File: src/rtl/timer_counter.sv
// timer_counter: memory-mapped programmable down-counter (one bridge timer port).
//
// Register map, decoded by Addr[3:2]:
//   0 CTRL   : [0] Enable, [2:1] Mode (01 = auto-reload, else one-shot), [3] IM
//   1 PRESET : reload value, COUNT_WIDTH bits, zero-extended on read
//   2 COUNT  : current count, read-only
//   3 STATUS : only when TC_STATUS_REG_EN is defined -- [0] irq_flag,
//              [2:1] FSM state; write 1 to bit 0 clears irq_flag.
//              Otherwise reads 0 and ignores writes.
//
// IRQ is irq_flag gated by IM; both are flops, so IRQ carries no bus-side
// combinational path.

module timer_counter #(
  parameter int          COUNT_WIDTH = 32,
  parameter logic [31:0] PRESET_INIT = 32'd0
) (
  input  logic        clk,
  input  logic        reset,
  input  logic [31:2] Addr,
  input  logic        WE,
  input  logic [31:0] Din,
  output logic [31:0] Dout,
  output logic        IRQ
);

  typedef enum logic [1:0] {
    ST_IDLE = 2'd0,
    ST_LOAD = 2'd1,
    ST_CNT  = 2'd2,
    ST_INT  = 2'd3
  } state_e;

  localparam logic [1:0] OFS_CTRL   = 2'd0;
  localparam logic [1:0] OFS_PRESET = 2'd1;
  localparam logic [1:0] OFS_COUNT  = 2'd2;
  localparam logic [1:0] OFS_STATUS = 2'd3;

  localparam logic [1:0] MODE_RELOAD = 2'b01;

  logic [3:0]             ctrl_q,     ctrl_d;
  logic [COUNT_WIDTH-1:0] preset_q,   preset_d;
  logic [COUNT_WIDTH-1:0] count_q,    count_d;
  state_e                 state_q,    state_d;
  logic                   irq_flag_q, irq_flag_d;

  logic [1:0] addr_sel;
  logic       cfg_write;
  logic       bus_unused;

  assign addr_sel  = Addr[3:2];
  // Only CTRL and PRESET writes disturb the counting FSM.
  assign cfg_write = WE && (addr_sel == OFS_CTRL || addr_sel == OFS_PRESET);

  // The bridge has already range-qualified the address; upper bits are don't-care.
  assign bus_unused = ^{Addr[31:4], Din[31:4]};

  // Next-state logic: FSM step first, then bus writes override it.
  always_comb begin
    // NOTE: every always_comb output gets a default here so no path leaves it
    // unassigned -- an unassigned path would infer a latch.
    ctrl_d     = ctrl_q;
    preset_d   = preset_q;
    count_d    = count_q;
    state_d    = state_q;
    irq_flag_d = irq_flag_q;

    unique case (state_q)
      ST_IDLE: begin
        if (ctrl_q[0]) state_d = ST_LOAD;
      end
      ST_LOAD: begin
        count_d = preset_q;
        state_d = ST_CNT;
      end
      ST_CNT: begin
        if (!ctrl_q[0]) begin
          state_d = ST_IDLE;                       // freeze COUNT where it is
        end else if (count_q > COUNT_WIDTH'(1)) begin
          count_d = count_q - COUNT_WIDTH'(1);
        end else begin
          // PRESET of 0 lands here too, so it behaves like PRESET of 1.
          count_d    = '0;
          irq_flag_d = 1'b1;
          state_d    = ST_INT;
        end
      end
      ST_INT: begin
        if (ctrl_q[2:1] == MODE_RELOAD) begin
          irq_flag_d = 1'b0;                       // IDLE re-launches the count
        end else begin
          ctrl_d[0] = 1'b0;                        // one-shot: flag stays set
        end
        state_d = ST_IDLE;
      end
      default: state_d = ST_IDLE;
    endcase

`ifdef TC_STATUS_REG_EN
    // Write-1-to-clear of the flag; an expiry in the same cycle wins.
    if (WE && addr_sel == OFS_STATUS && Din[0] &&
        !(state_q == ST_CNT && ctrl_q[0] && count_q <= COUNT_WIDTH'(1))) begin
      irq_flag_d = 1'b0;
    end
`endif

    // A configuration write restarts the FSM from IDLE but leaves COUNT alone.
    if (cfg_write) begin
      state_d    = ST_IDLE;
      irq_flag_d = 1'b0;
      count_d    = count_q;
      if (addr_sel == OFS_CTRL) ctrl_d   = Din[3:0];
      else                      preset_d = Din[COUNT_WIDTH-1:0];
    end
  end

  // State registers with synchronous reset.
  always_ff @(posedge clk) begin
    // NOTE: non-blocking assignments for all flops so every register samples
    // the pre-edge values, independent of statement order.
    if (reset) begin
      ctrl_q     <= '0;
      preset_q   <= PRESET_INIT[COUNT_WIDTH-1:0];
      count_q    <= '0;
      state_q    <= ST_IDLE;
      irq_flag_q <= 1'b0;
    end else begin
      ctrl_q     <= ctrl_d;
      preset_q   <= preset_d;
      count_q    <= count_d;
      state_q    <= state_d;
      irq_flag_q <= irq_flag_d;
    end
  end

  // Read mux: purely combinational, no side-effects on read.
  always_comb begin
    Dout = '0;
    unique case (addr_sel)
      OFS_CTRL:   Dout[3:0]             = ctrl_q;
      OFS_PRESET: Dout[COUNT_WIDTH-1:0] = preset_q;
      OFS_COUNT:  Dout[COUNT_WIDTH-1:0] = count_q;
      OFS_STATUS: begin
`ifdef TC_STATUS_REG_EN
        Dout[2:0] = {state_q, irq_flag_q};
`else
        Dout = '0;
`endif
      end
      default: Dout = '0;
    endcase
  end

  assign IRQ = irq_flag_q & ctrl_q[3];

endmodule

File: config.mk
export PLATFORM = sky130hd
export DESIGN_NAME = timer_counter
export DESIGN_NICKNAME = d
export VERILOG_FILES = /design/src/rtl/timer_counter.sv
export SDC_FILE = /design/constraint.sdc
export NUM_CORES = 1
export LEC_CHECK = 0
export ABC_AREA = 1
export ABC_CLOCK_PERIOD_IN_PS = 5500
export CAP_MARGIN = 40
export CORE_MARGIN = 2
export CORE_UTILIZATION = 30
export CTS_CLUSTER_SIZE = 40
export DETAILED_ROUTE_END_ITERATION = 8
export PLACE_DENSITY_LB_ADDON = 0.1
export SYNTH_ARGS = -nofsm -noshare
export SYNTH_HDL_FRONTEND = slang
export SYNTH_SLANG_ARGS = --single-unit
File: constraint.sdc
create_clock -name clk -period 5.5 [get_ports clk]
set_input_delay 1.375 -clock clk [delete_from_list [all_inputs] [get_ports clk]]
set_output_delay 1.375 -clock clk [all_outputs]
set_load 0.02 [all_outputs]
==> results.md <==
- Status: finished clean
- Max-slew headroom: 54.93%
- Post-synth cell types: 38
- Drt initial violations: 264
- Comb power frac: 30.9%
- Hold buffers post-CTS: 0
- Post-CTS setup buffers: 0
- Syn Area/Cell: 6.734 µm²
- NetSw: 0.0007160 W
- Io pins: 98
- Slew @ Worst Pin: 675.0 ps
- Pin count of the biggest net entering global routing: 40
- Cell taking the most area after synthesis: dfxtp_1
- Rows: 44
- Worst vdd ir: 0.1800 mV
- Sequential fraction of design power: 30.3%
- Post-Syn Instances: 668
- Post-route design area: 0.005731 mm²
- Antenna cell count: 0
- CTS tree: yes
- WP data required: 4120 ps
- Post-Route WL: 14,060 µm
- Pwr Density: 355.7 mW/mm²
- Crit-path max FO: 14
- Crit path DAT: 3480 ps
- Layout net count: 796
- Initial Util: 30.83%
- Worst R2R Path Depth: 9
- Area post-placement: 0.005310 mm²
- Initial antenna violation count: 0
- Clock latency on the worst-skew pair: 340 ps
- Post-route ant nets: 0
- WL/cell: 15.44 µm
- DR vias: 4,465
- Most frequent cells in the layout: 142 x nand2_1, 107 x a21oi_1, 71 x dfxtp_1
- #FFs+latches synth: 71
- DRC: 0
- Top post-synthesis cells by area: dfxtp_1 32%, a21oi_1 12%, nand2_1 12%
- Clock share of power: 38.8%
- CTS Sinks: 71
- CTS Buf Count: 9
- Hold slack: 471.0 ps
- Hold Fails Final Rpt: 0
- Area growth syn-to-layout: 27.40%
- Detail Placement HPWL: 9989 µm
- Clock buffer depth: 2
- Setup Viol. Count Final: 0
- Root Driver: clkbuf_16
- Kind of critical path: in2out
- Synth top area share: 31.60%
- Simple logic cell fraction of the synthesized area: 31.82%
- Max-cap viol count: 0
- Worst Hold Depth: 2
- Nature of the critical path endpoint: output port
- Vias in the first global route: 4,256
- Sw frac: 35.13%
- Mapped cell area: 0.004498 mm²
- Setup TNS: 0 ps
- Worst-case clock skew: 8.379 ps
- Post_cts resized: 0
- Final Critical Period: 4851 ps
- Startpoint types: primary input
- Seq/Total Area, Yosys: 31.60%
- Mux contribution to synthesized area: 0%
- Share of cells above drive strength 1: 12.93%
- Yosys warning count: 0
- Final period utilization: 88.20%
- DIE AREA: 0.01599 mm²
- Leakage: 2.189 nW
- Synth Area in Adders: 2.503%
- Post-synthesis xor/xnor area fraction: 2.726%
- Post-synthesis compound-gate area fraction: 22.81%
- Unrepaired setup endpoints after global routing: false
- DIE WIDTH: 126.5 µm
- Leading cell type in the layout, fill and taps excluded: nand2_1
- Core area: 0.01459 mm²
- Port Buffers: 69
- Placer Congestion: 0.8282
- GRT Overall Usage: 17.72%
- Die Y: 126.5 µm
- GRT overflow: 0
- Internal power: 0.001322 W
- Via density per instance: 4.901
- H-tree depth: 3
- Max frequency: 0.2061 GHz
- TritonRoute pass-1 iters: 4
- Worst hold path type: reg2reg
- Clock-pin transition on the worst setup and hold timing paths: 60 ps
- Synthesized Nets: 742
- Global-route wire length before repair: 22,690 µm
- Combinational family with the most area after synthesis: simple AND/OR/NAND/NOR gates
- Slew Viols, Final: 0
==> stage by stage <==
stage | instances | utilization [%] | power (W) | worst slack (ps)
after floorplan | 668 | - | 0.001098 | 1620
after global placement | 892 | 36.19 | 0.001251 | 665.9
after detailed placement | 894 | 36.40 | 0.001258 | 682.4
after CTS | 910 | 39.09 | 0.002049 | 664.8
after global routing | 911 | 39.28 | 0.002153 | 507.1
final | 911 | 39.28 | 0.002038 | 648.7
==> kinds of logic after synthesis <==
logic type                 count (synthesis)
AOI/OAI and AO/OA                        188
adders and majority gates                  9
DFF                                       71
and+or+nand+nor                          300
buffers and inverters                     86
xor gates and xnor gates                  14
==> worst paths after layout <==
kind,start,endpoint,slack (ps)
min reg2reg,irq_flag_q,irq_flag_q,470
max,Addr[3],Dout[0],650
min,irq_flag_q,irq_flag_q,470
max reg2reg,state_q[0],count_q[26],2740
==> registers in the layout, summed over array words and instances (netlist names) <==
name / cells
count_q: 32
ctrl_q: 4
irq_flag_q: 1
preset_q: 32
state_q: 2
==> routing by layer <==
metal	track usage [%]	share of wire, %
met2	26.36	43
met4	5.882	1.4
met3	1.687	4.8
met5	0	0
met1	26.69	51
==> synth_stat cells, drive strengths merged <==
cell / count
a21oi: 126
inv: 49
nand3: 57
or2: 4
xnor2: 5
nor3: 3
nor2: 72
nand4: 1
a22oi: 1
clkinv: 1
o21bai: 2
and2: 1
o22ai: 3
nand2: 161
xor2: 9
nand3b: 1
o21ai: 55
a211oi: 1
clkbuf: 21
buf: 15
dfxtp: 71
ha: 9
==> final cells by class <==
class                      instances  area [µm²]
inverter                          50       192.7
timing repair buffer              79       800.8
fill                            1589        8859
multi-input combinational        511        2693
clock buffer                       9       225.2
tap                              184       230.2
sequential                        71        1421
clock inverter                     7       167.7
==> power by group through the flow <==
stage | combinational (W) | sequential [W] | clock, W
after floorplan | 0.000491 | 0.000607 | 0
after global placement | 0.000624 | 0.000626 | 0
after detailed placement | 0.000630 | 0.000628 | 0
after CTS | 0.000634 | 0.000616 | 0.000799
after global routing | 0.000708 | 0.000625 | 0.000820
final | 0.000631 | 0.000617 | 0.000791
==> worst max-delay path: stages <==
cell,delay [ps]
clkdlybuf4s50_1,430
inv_1,80
ha_1,250
buf_4,260
inv_1,100
o22ai_1,190
nand2_1,70
o21ai_0,80
clkdlybuf4s50_1,640
Note: power is estimated with default switching activity, not from simulation.
